[src/rtl/hazard_ctrl_if.sv]
// rtl/hazard_ctrl_if.sv - pipeline hazard bus between the core datapath and hazard_ctrl
//
// Purpose: carries the ID/EXE and EXE/MEM register fields, memory/MDU/branch
// status, and the per-stage stall/flush controls returned by hazard_ctrl.
// Modports:
//   master - pipeline side: drives hazard sources, receives controls.
//   slave  - hazard_ctrl side: receives hazard sources, drives controls.
// perf_stall_cycles/perf_flush_cnt always exist; they read 0 unless the
// controller is built with HAZARD_PERF_CNT_EN.

`ifndef GPR_ADDR_SPACE
`define GPR_ADDR_SPACE 4:0
`endif
`ifndef On
`define On 1'b1
`endif
`ifndef Off
`define Off 1'b0
`endif

interface hazard_ctrl_if;
  logic [`GPR_ADDR_SPACE] id_exe_rs1_addr;
  logic                   id_exe_rs1_re;
  logic [`GPR_ADDR_SPACE] id_exe_rs2_addr;
  logic                   id_exe_rs2_re;
  logic [`GPR_ADDR_SPACE] exe_mem_rd_addr;
  logic                   exe_mem_rd_we;
  logic                   exe_mem_mem_re;
  logic                   dmem_req;
  logic                   dmem_ack;
  logic                   exe_mdu_start;
  logic                   mdu_done;
  logic                   exe_branch_taken;

  logic                   pc_stall;
  logic                   if_id_stall;
  logic                   id_exe_stall;
  logic                   exe_mem_stall;
  logic                   exe_mem_flush;
  logic                   mem_wb_flush;
  logic                   if_id_flush;
  logic                   id_exe_flush;
  logic                   pc_redirect;
  logic [1:0]             ctrl_state;
  logic                   mem_timeout;
  logic [31:0]            perf_stall_cycles;
  logic [31:0]            perf_flush_cnt;

  modport master (
    output id_exe_rs1_addr, id_exe_rs1_re, id_exe_rs2_addr, id_exe_rs2_re,
           exe_mem_rd_addr, exe_mem_rd_we, exe_mem_mem_re,
           dmem_req, dmem_ack, exe_mdu_start, mdu_done, exe_branch_taken,
    input  pc_stall, if_id_stall, id_exe_stall, exe_mem_stall,
           exe_mem_flush, mem_wb_flush, if_id_flush, id_exe_flush,
           pc_redirect, ctrl_state, mem_timeout,
           perf_stall_cycles, perf_flush_cnt
  );

  modport slave (
    input  id_exe_rs1_addr, id_exe_rs1_re, id_exe_rs2_addr, id_exe_rs2_re,
           exe_mem_rd_addr, exe_mem_rd_we, exe_mem_mem_re,
           dmem_req, dmem_ack, exe_mdu_start, mdu_done, exe_branch_taken,
    output pc_stall, if_id_stall, id_exe_stall, exe_mem_stall,
           exe_mem_flush, mem_wb_flush, if_id_flush, id_exe_flush,
           pc_redirect, ctrl_state, mem_timeout,
           perf_stall_cycles, perf_flush_cnt
  );
endinterface

[src/rtl/hazard_ctrl.sv]
// rtl/hazard_ctrl.sv - 5-stage pipeline stall/flush sequencing controller
//
// Purpose: produces per-stage stall and flush controls from load-use hazards,
// multi-cycle data-memory accesses, the multi-cycle MUL/DIV unit and taken
// branches. Priority: memory wait > MUL/DIV > load-use > branch redirect.
// Ports:
//   clk   - core clock, rising edge.
//   rst_n - asynchronous active-low reset; also forces every control output
//           off while asserted.
//   bus   - hazard_ctrl_if.slave: hazard sources in, stage controls out,
//           ctrl_state (RUN=0, MEM_WAIT=1, MDU_BUSY=2), sticky mem_timeout.
// Parameters: MEM_TIMEOUT (memory wait cycles before mem_timeout),
//             CNT_W (wait counter width, must hold MEM_TIMEOUT).
// Optional: HAZARD_PERF_CNT_EN enables the perf_stall_cycles/perf_flush_cnt
//           counters; otherwise those outputs are tied to 0.

module hazard_ctrl #(
  parameter int MEM_TIMEOUT = 255,
  parameter int CNT_W       = 16
) (
  input logic         clk,
  input logic         rst_n,
  hazard_ctrl_if.slave bus
);

  typedef enum logic [1:0] {
    RUN      = 2'd0,
    MEM_WAIT = 2'd1,
    MDU_BUSY = 2'd2
  } state_t;

  localparam logic [CNT_W-1:0] TIMEOUT_LIM = CNT_W'(MEM_TIMEOUT);

  state_t           state;
  state_t           state_nxt;
  logic [CNT_W-1:0] wait_cnt;
  logic [CNT_W:0]   wait_cnt_inc;
  logic             timeout_q;

  logic mem_stall;
  logic mdu_stall;
  logic load_use;
  logic any_stall;
  logic redirect;
  logic rs1_hit;
  logic rs2_hit;

  assign rs1_hit = bus.id_exe_rs1_re && (bus.id_exe_rs1_addr == bus.exe_mem_rd_addr);
  assign rs2_hit = bus.id_exe_rs2_re && (bus.id_exe_rs2_addr == bus.exe_mem_rd_addr);

  // Next state and hazard classification
  always_comb begin
    state_nxt = state;
    mem_stall = bus.dmem_req && !bus.dmem_ack;
    mdu_stall = 1'b0;
    load_use  = 1'b0;

    // An MDU op only starts stalling from RUN when memory is not already
    // holding the pipe; once busy it stalls until done regardless.
    if (state == RUN)
      mdu_stall = !mem_stall && bus.exe_mdu_start && !bus.mdu_done;
    else if (state == MDU_BUSY)
      mdu_stall = !bus.mdu_done;

    if (!mem_stall && !mdu_stall)
      load_use = bus.exe_mem_mem_re && bus.exe_mem_rd_we &&
                 (bus.exe_mem_rd_addr != '0) && (rs1_hit || rs2_hit);

    case (state)
      RUN: begin
        if (mem_stall)
          state_nxt = MEM_WAIT;
        else if (mdu_stall)
          state_nxt = MDU_BUSY;
      end
      MEM_WAIT: begin
        if (!mem_stall)
          state_nxt = RUN;
      end
      MDU_BUSY: begin
        // A memory stall seen here holds everything but keeps MDU ownership
        if (bus.mdu_done)
          state_nxt = RUN;
      end
      default: state_nxt = RUN;
    endcase
  end

  assign any_stall = mem_stall || mdu_stall || load_use;
  assign redirect  = bus.exe_branch_taken && !any_stall;

  always_ff @(posedge clk or negedge rst_n) begin
    if (!rst_n)
      state <= RUN;
    else
      state <= state_nxt;
  end

  assign wait_cnt_inc = {1'b0, wait_cnt} + {{CNT_W{1'b0}}, 1'b1};

  // Wait counter only runs while parked in MEM_WAIT without an ack
  always_ff @(posedge clk or negedge rst_n) begin
    if (!rst_n) begin
      wait_cnt  <= '0;
      timeout_q <= 1'b0;
    end else if (state == MEM_WAIT && state_nxt == MEM_WAIT) begin
      if (wait_cnt != TIMEOUT_LIM)
        wait_cnt <= wait_cnt_inc[CNT_W-1:0];
      if (wait_cnt_inc >= {1'b0, TIMEOUT_LIM})
        timeout_q <= 1'b1;
    end else begin
      wait_cnt <= '0;
    end
  end

  // Controls are combinational so a hazard bites in the cycle it appears;
  // gating with rst_n drops them immediately on reset.
  assign bus.pc_stall      = rst_n ? any_stall : `Off;
  assign bus.if_id_stall   = rst_n ? any_stall : `Off;
  assign bus.id_exe_stall  = rst_n ? any_stall : `Off;
  assign bus.exe_mem_stall = rst_n ? mem_stall : `Off;
  // A held MEM stage leaves no room for a bubble in EXE/MEM, so the EXE/MEM
  // bubble only appears for the MDU and load-use cases.
  assign bus.exe_mem_flush = rst_n ? (!mem_stall && (mdu_stall || load_use)) : `Off;
  assign bus.mem_wb_flush  = rst_n ? mem_stall : `Off;
  assign bus.if_id_flush   = rst_n ? redirect : `Off;
  assign bus.id_exe_flush  = rst_n ? redirect : `Off;
  assign bus.pc_redirect   = rst_n ? redirect : `Off;
  assign bus.ctrl_state    = state;
  assign bus.mem_timeout   = timeout_q;

`ifdef HAZARD_PERF_CNT_EN
  logic [31:0] stall_cycles_q;
  logic [31:0] flush_cnt_q;

  always_ff @(posedge clk or negedge rst_n) begin
    if (!rst_n) begin
      stall_cycles_q <= '0;
      flush_cnt_q    <= '0;
    end else begin
      if (any_stall)
        stall_cycles_q <= stall_cycles_q + 32'd1;
      if (redirect)
        flush_cnt_q <= flush_cnt_q + 32'd1;
    end
  end

  assign bus.perf_stall_cycles = stall_cycles_q;
  assign bus.perf_flush_cnt    = flush_cnt_q;
`else
  assign bus.perf_stall_cycles = '0;
  assign bus.perf_flush_cnt    = '0;
`endif

endmodule

[src/flat_wrapper.sv]
// flat-port wrapper written by rule: the top's interface ports become plain ports
module hazard_ctrl_flat 
#(
  parameter int MEM_TIMEOUT = 255,
  parameter int CNT_W       = 16
)
  (clk, rst_n, bus_id_exe_rs1_addr, bus_id_exe_rs1_re, bus_id_exe_rs2_addr, bus_id_exe_rs2_re, bus_exe_mem_rd_addr, bus_exe_mem_rd_we, bus_exe_mem_mem_re, bus_dmem_req, bus_dmem_ack, bus_exe_mdu_start, bus_mdu_done, bus_exe_branch_taken, bus_pc_stall, bus_if_id_stall, bus_id_exe_stall, bus_exe_mem_stall, bus_exe_mem_flush, bus_mem_wb_flush, bus_if_id_flush, bus_id_exe_flush, bus_pc_redirect, bus_ctrl_state, bus_mem_timeout, bus_perf_stall_cycles, bus_perf_flush_cnt);
  hazard_ctrl_if bus_i ();
  input logic clk;
  input logic rst_n;
  input wire logic [$bits(bus_i.id_exe_rs1_addr)-1:0] bus_id_exe_rs1_addr;
  input wire logic [$bits(bus_i.id_exe_rs1_re)-1:0] bus_id_exe_rs1_re;
  input wire logic [$bits(bus_i.id_exe_rs2_addr)-1:0] bus_id_exe_rs2_addr;
  input wire logic [$bits(bus_i.id_exe_rs2_re)-1:0] bus_id_exe_rs2_re;
  input wire logic [$bits(bus_i.exe_mem_rd_addr)-1:0] bus_exe_mem_rd_addr;
  input wire logic [$bits(bus_i.exe_mem_rd_we)-1:0] bus_exe_mem_rd_we;
  input wire logic [$bits(bus_i.exe_mem_mem_re)-1:0] bus_exe_mem_mem_re;
  input wire logic [$bits(bus_i.dmem_req)-1:0] bus_dmem_req;
  input wire logic [$bits(bus_i.dmem_ack)-1:0] bus_dmem_ack;
  input wire logic [$bits(bus_i.exe_mdu_start)-1:0] bus_exe_mdu_start;
  input wire logic [$bits(bus_i.mdu_done)-1:0] bus_mdu_done;
  input wire logic [$bits(bus_i.exe_branch_taken)-1:0] bus_exe_branch_taken;
  output wire logic [$bits(bus_i.pc_stall)-1:0] bus_pc_stall;
  output wire logic [$bits(bus_i.if_id_stall)-1:0] bus_if_id_stall;
  output wire logic [$bits(bus_i.id_exe_stall)-1:0] bus_id_exe_stall;
  output wire logic [$bits(bus_i.exe_mem_stall)-1:0] bus_exe_mem_stall;
  output wire logic [$bits(bus_i.exe_mem_flush)-1:0] bus_exe_mem_flush;
  output wire logic [$bits(bus_i.mem_wb_flush)-1:0] bus_mem_wb_flush;
  output wire logic [$bits(bus_i.if_id_flush)-1:0] bus_if_id_flush;
  output wire logic [$bits(bus_i.id_exe_flush)-1:0] bus_id_exe_flush;
  output wire logic [$bits(bus_i.pc_redirect)-1:0] bus_pc_redirect;
  output wire logic [$bits(bus_i.ctrl_state)-1:0] bus_ctrl_state;
  output wire logic [$bits(bus_i.mem_timeout)-1:0] bus_mem_timeout;
  output wire logic [$bits(bus_i.perf_stall_cycles)-1:0] bus_perf_stall_cycles;
  output wire logic [$bits(bus_i.perf_flush_cnt)-1:0] bus_perf_flush_cnt;
  assign bus_i.id_exe_rs1_addr = bus_id_exe_rs1_addr;
  assign bus_i.id_exe_rs1_re = bus_id_exe_rs1_re;
  assign bus_i.id_exe_rs2_addr = bus_id_exe_rs2_addr;
  assign bus_i.id_exe_rs2_re = bus_id_exe_rs2_re;
  assign bus_i.exe_mem_rd_addr = bus_exe_mem_rd_addr;
  assign bus_i.exe_mem_rd_we = bus_exe_mem_rd_we;
  assign bus_i.exe_mem_mem_re = bus_exe_mem_mem_re;
  assign bus_i.dmem_req = bus_dmem_req;
  assign bus_i.dmem_ack = bus_dmem_ack;
  assign bus_i.exe_mdu_start = bus_exe_mdu_start;
  assign bus_i.mdu_done = bus_mdu_done;
  assign bus_i.exe_branch_taken = bus_exe_branch_taken;
  assign bus_pc_stall = bus_i.pc_stall;
  assign bus_if_id_stall = bus_i.if_id_stall;
  assign bus_id_exe_stall = bus_i.id_exe_stall;
  assign bus_exe_mem_stall = bus_i.exe_mem_stall;
  assign bus_exe_mem_flush = bus_i.exe_mem_flush;
  assign bus_mem_wb_flush = bus_i.mem_wb_flush;
  assign bus_if_id_flush = bus_i.if_id_flush;
  assign bus_id_exe_flush = bus_i.id_exe_flush;
  assign bus_pc_redirect = bus_i.pc_redirect;
  assign bus_ctrl_state = bus_i.ctrl_state;
  assign bus_mem_timeout = bus_i.mem_timeout;
  assign bus_perf_stall_cycles = bus_i.perf_stall_cycles;
  assign bus_perf_flush_cnt = bus_i.perf_flush_cnt;
  hazard_ctrl #(.MEM_TIMEOUT(MEM_TIMEOUT), .CNT_W(CNT_W)) u_core (.clk(clk), .rst_n(rst_n), .bus(bus_i));
endmodule
[config.mk]
export PLATFORM = sky130hd
export DESIGN_NAME = hazard_ctrl_flat
export DESIGN_NICKNAME = d
export VERILOG_FILES = /design/src/rtl/hazard_ctrl_if.sv /design/src/rtl/hazard_ctrl.sv /design/src/flat_wrapper.sv
export SDC_FILE = /design/constraint.sdc
export NUM_CORES = 1
export LEC_CHECK = 0
export CORE_MARGIN = 4
export CORE_UTILIZATION = 65
export CTS_CLUSTER_SIZE = 12
export DETAILED_ROUTE_END_ITERATION = 8
export DONT_BUFFER_PORTS = 1
export HOLD_SLACK_MARGIN = 0.08
export PLACE_DENSITY = 0.84
export SLEW_MARGIN = 20
export SYNTH_ARGS = -nofsm -noshare
export SYNTH_HDL_FRONTEND = slang
export SYNTH_SLANG_ARGS = --single-unit
export TNS_END_PERCENT = 30
[constraint.sdc]
create_clock -name clk -period 3.4 [get_ports clk]
set_clock_uncertainty 0.2 [all_clocks]
set_input_delay 0.34 -clock clk [delete_from_list [all_inputs] [get_ports clk]]
set_output_delay 0.34 -clock clk [all_outputs]
set_load 0.05 [all_outputs]
# After elaboration in Yosys (flattened, before gate mapping)

Cells that the tools add are included.

Bits in registers: 19
Input bits: 26

Mux-type cells: 14
Reductions and logical operators: 24
Eq/ne operators: 7
Magnitude comparators: 1
Add/subtract/negate cells: 1

Operator list:

| operator                                                           | count |
|---|---|
| two-way mux 16 bit                                                 | 2 |
| adder 16 x 1 -> 17 bit, second input constant                      | 1 |
| greater-or-equal comparator 17 x 8 -> 1 bit, second input constant | 1 |
| != test 16 x 8 -> 1 bit, second input constant                     | 1 |
| logical AND 1 bit                                                  | 12 |
| equality test 5 bit                                                | 2 |
| two-way mux 2 bit                                                  | 4 |
| two-way mux 1 bit                                                  | 7 |
| case mux 2 bit (3 select lines)                                    | 1 |
| logical NOT 1 bit                                                  | 5 |
| nonzero test 5 bit                                                 | 1 |
| equality test 2 x 1 -> 1 bit, second input constant                | 2 |
| logical OR 1 bit                                                   | 4 |
| equality test 2 bit, second input constant                         | 1 |
| logical NOT 2 bit                                                  | 1 |
| != test 2 bit, second input constant                               | 1 |
| AND reduction 2 bit                                                | 1 |

# Depth between registers and ports, before layout

Depth in word-level cells: 13
Mapped depth: 8

# Worst setup path before layout

OpenSTA, ideal clock, no wires.

Kind: input -> output
Start point: input bus_exe_mem_rd_addr[3]
End point: output bus_if_id_stall
Setup slack: 0.531 ns
Buffers on the path: 1
Data required time: 2.860 ns
Data arrival time: 2.329 ns
Cell stages on the path: 7
Path through: xor2_1 -> nor4_1 -> and3_1 -> a31oi_1 -> o32a_1 -> a21oi_1 -> buf_4

Cells in the longest elaborated chain, start to end: 7
Elaborated cells between the ends (all ways): 11
Those cells by class: 2 x eq/ne; 2 x mux; 7 x reduce/logical

Ends and longest elaborated chain:

| element                                | RTL line                             | RTL |
|---|---|---|
| from (decl)                            | flat_wrapper.sv:15                   | `input wire logic [$bits(bus_i.exe_mem_rd_addr)-1:0] bus_exe_mem_rd_addr;` |
| equality test 5 bit (on tied branches) | hazard_ctrl.sv:48, hazard_ctrl.sv:49 |  |
| logical AND 1 bit (on tied branches)   | hazard_ctrl.sv:48, hazard_ctrl.sv:49 |  |
| logical OR 1 bit                       | hazard_ctrl.sv:67                    | `(bus.exe_mem_rd_addr != '0) && (rs1_hit \|\| rs2_hit);` |
| logical AND 1 bit (*)                  | hazard_ctrl.sv:67                    |  |
| two-way mux 1 bit (*)                  | hazard_ctrl.sv:65                    | `if (!mem_stall && !mdu_stall)` |
| logical OR 1 bit (*)                   | hazard_ctrl.sv:89                    | `assign any_stall = mem_stall \|\| mdu_stall \|\| load_use;` |
| two-way mux 1 bit (no source line) (*) | -                                    |  |
| to (decl)                              | flat_wrapper.sv:24                   | `output wire logic [$bits(bus_i.if_id_stall)-1:0] bus_if_id_stall;` |

Mark *: on every way between the ends. The rest lies on a longest branch, timed or not.

# Worst setup path in the final report

Start point: register u_core.state[1] (netlist: u_core.bus.ctrl_state[1])
End point: output bus_if_id_stall

Cells in the longest elaborated chain, start to end: 8
Elaborated cells between the ends (all ways): 10
Those cells by class: 1 x eq/ne; 4 x mux; 5 x reduce/logical

Ends and longest elaborated chain:

| element                                | RTL line          | RTL |
|---|---|---|
| from (decl)                            | hazard_ctrl.sv:34 | `state_t state;` |
| from (signal assigned)                 | hazard_ctrl.sv:96 | `state <= state_nxt;` |
| equality test 2 bit                    | hazard_ctrl.sv:62 | `else if (state == MDU_BUSY)` |
| two-way mux 1 bit                      | hazard_ctrl.sv:62 |  |
| two-way mux 1 bit (*)                  | hazard_ctrl.sv:60 | `if (state == RUN)` |
| logical NOT 1 bit                      | hazard_ctrl.sv:65 |  |
| logical AND 1 bit                      | hazard_ctrl.sv:65 |  |
| two-way mux 1 bit                      | hazard_ctrl.sv:65 |  |
| logical OR 1 bit (*)                   | hazard_ctrl.sv:89 |  |
| two-way mux 1 bit (no source line) (*) | -                 |  |

Marked as above.

==> results.toml <==
[sta]
tightest_slew_ns = 0.832
finalSetupViolations = 0
post-route-min-period_ns = 2.58
rsz0062_at_grt = "no"
finalMaxSlewViolations = 0
setup_tns_ns = 0
fin_crit_sh_pct = 75.9
worst_slack_ns = 0.820
fmax_ghz = 0.388
finalHoldViolCount = 0
max-slew-margin-rel_pct = 44.4

[drt]
vias_per_cell = 5.01
wl_per_cell_um = 13.4
drc = 0
ant_nets = 0
drtPass1Iterations = 4
drt-total-wl_um = 3270
first_iter_violations = 27
num_vias = 1223

[worst_setup_path]
crit_family = "flip-flops"
slowest_delay_ns = 0.68
critPathLaunchType = "register"
critPathBufInv = 1
arrival_ns = 2.04
worstSetupPathType = "register to primary output"
cp_slowest_cell = "dfrtp_1"
critical_path.cell_chain = "nor2_1, o32a_1, a21oi_4, buf_4"
crit_path_max_fanout = 3
end_kind = "primary output"
cp_data_required_time_ns = 2.86

[floorplanning]
dieHeight_um = 60.8
core_um2 = 2570
die_w_um = 60.8
die-area_um2 = 3690
start_util_pct = 70.5
rows = 18
io_pins = 102

[logic_synthesis]
yosys.area.top_type = "buf_4"
synth_most_common_cell = "buf_4"
synth-edff-count = 0
yosys_warnings = 0
async_flop_share_pct = 100
synth_cells = 214
yosys_register_bits = 19
synth_area_um2 = 1810
synth_area_leaders = "buf_4 (29%), dfrtp_1 (26%), xor2_1 (8.2%)"
syn_avg_cell_area_um2 = 8.45
ys.flop_type = "dfrtp_1"
synth_common_cells = "buf_4 (71), nor2_1 (21), dfrtp_1 (19)"
ys_types = 41
seq_area_frac_synth_pct = 26.3
synth_top_cell_area_share_pct = 29.5

[power]
vdd_drop_max_v = 0.000313
switching_share_pct = 48.5
seq_power_share_pct = 41.9
powerDensity_nw_per_um2 = 344
p_leak_nw = 0.787
p_sw_uw = 273
p_int_uw = 291
combinationalPowerShare_pct = 37.6
share_clk_of_total_power_pct = 20.6

[clock_tree]
clk_latency_ns = 0.30
clk_pin_slew_ns = 0.10
cts_root_buf = "clkbuf_4"
cts_buffers = 3
tritoncts = "done"
cts.sinks = 19
post-cts-setup-buffers = 0
htree_levels = 1
cts_buffer_depth = 2

[final_layout]
antenna_cells = 0
fin_nets = 243
area_delta_synth_final_pct = -9.47
final_layout_size_suffix_gt1_share_pct = 8.88
fillers = 252
stdcell_area_um2 = 1640

[placement]
dpl-instance-area_um2 = 1580
gp_congestion = 0.830
dp_hpwl_um = 2550
portBuffers = 0
place_ws_ns = 0.950

[status]
outcome = "complete, no violations"

[grt]
antenna_found_initial = 0
grt_util_all_layers_pct = 17.3
grt_max_degree = 20
grt_overflow = 0
grt_pass1_vias = 1061
grt_pass1_wl_um = 4680

[min_path]
hold_class = "primary input to register"

[run]
maxCapViolCount = 0
==> layout make-up <==
cell class	count	area, um^2	area share [%]
multi-input cells	181	1030	62.7
flip-flops and latches	19	475	29.0
repair buffers	7	60.1	3.67
well taps	30	37.5	2.29
clock buffers	4	26.3	1.60
inverters	3	11.3	0.688
==> through the flow <==
stage	instances	hold WS [ns]	utilization (%)	power, mW
after floorplan	277	-0.156	-	0.496
after global placement	237	-0.155	61.6	0.442
after detailed placement	237	-0.155	61.6	0.443
after CTS	244	0.214	63.8	0.567
after global routing	244	0.278	63.8	0.585
final	244	0.227	63.8	0.564
==> cells in the final DEF (no fill, tap or decap), types with 3 or more instances in the layout <==
master and instances:
nand2b_1 4, conb_1 64, nand3_2 3, buf_4 4
nor2_1 20, xor2_1 17, clkbuf_4 3, dfrtp_1 19
nand4_1 3, xnor2_1 6, a31oi_1 5, nor4_1 4
nand2_1 10, dlygate4sd3_1 3, o21ai_0 5, and3_1 3
inv_1 3, a21oi_1 6
==> state kept, by name (all words and copies together) (netlist names) <==
register                cells
u_core.bus.ctrl_state       2
u_core.bus.mem_timeout      1
u_core.wait_cnt            16
==> logic make-up (layout without fill, tap and decap cells) <==
group / after synthesis / after routing / share of synthesized area, %
and+or+nand+nor: 65 / 65 / 20.1
buffers and inverters: 77 / 14 / 30.8
AOI/OAI and AO/OA: 25 / 25 / 8.92
DFF: 19 / 19 / 26.3
other: 1 / 64 / 0.207
adders and majority gates: 2 / 2 / 1.38
muxes: 2 / 2 / 1.18
xor gates and xnor gates: 23 / 23 / 11.1
==> worst paths after layout <==
path                       slack (ns)  cells after the start                startpoint                       end
hold reg to reg                  0.39                      2       u_core.wait_cnt[11]       u_core.wait_cnt[11]
min in group asynchronous        0.37                      1                     rst_n        u_core.wait_cnt[1]
setup reg to reg                 0.94                      6        u_core.wait_cnt[0]       u_core.wait_cnt[10]
hold / removal                   0.23                      2              bus_dmem_req  u_core.bus.ctrl_state[0]
setup / recovery                 0.82                      4  u_core.bus.ctrl_state[1]           bus_if_id_stall
max in group asynchronous        2.12                      1                     rst_n       u_core.wait_cnt[15]
==> what timing repair did <==
item	4_1_cts	5_1_grt
resized for setup	0	0
hold buffers	3	0
hold endpoints to repair	20	0
==> power by group through the flow <==
| stage | clock network (mW) | registers (mW) | logic, mW |
|---|---|---|---|
| finish | 0.116 | 0.236 | 0.212 |
| global placement | 0 | 0.240 | 0.201 |
| detailed placement | 0 | 0.241 | 0.202 |
| global route | 0.128 | 0.237 | 0.220 |
| floorplan | 0 | 0.240 | 0.256 |
| CTS | 0.121 | 0.236 | 0.210 |
==> routing by layer <==
| layer | global-route usage, % | wire [um] | part of all wire (%) |
|---|---|---|---|
| met5 | 0 | 0 | 0 |
| met3 | 2.34 | 398 | 12 |
| met1 | 18.8 | 1120 | 34 |
| met2 | 32.2 | 1690 | 51 |
| met4 | 8.98 | 65 | 2.0 |
(Power assumes the default switching activity.)
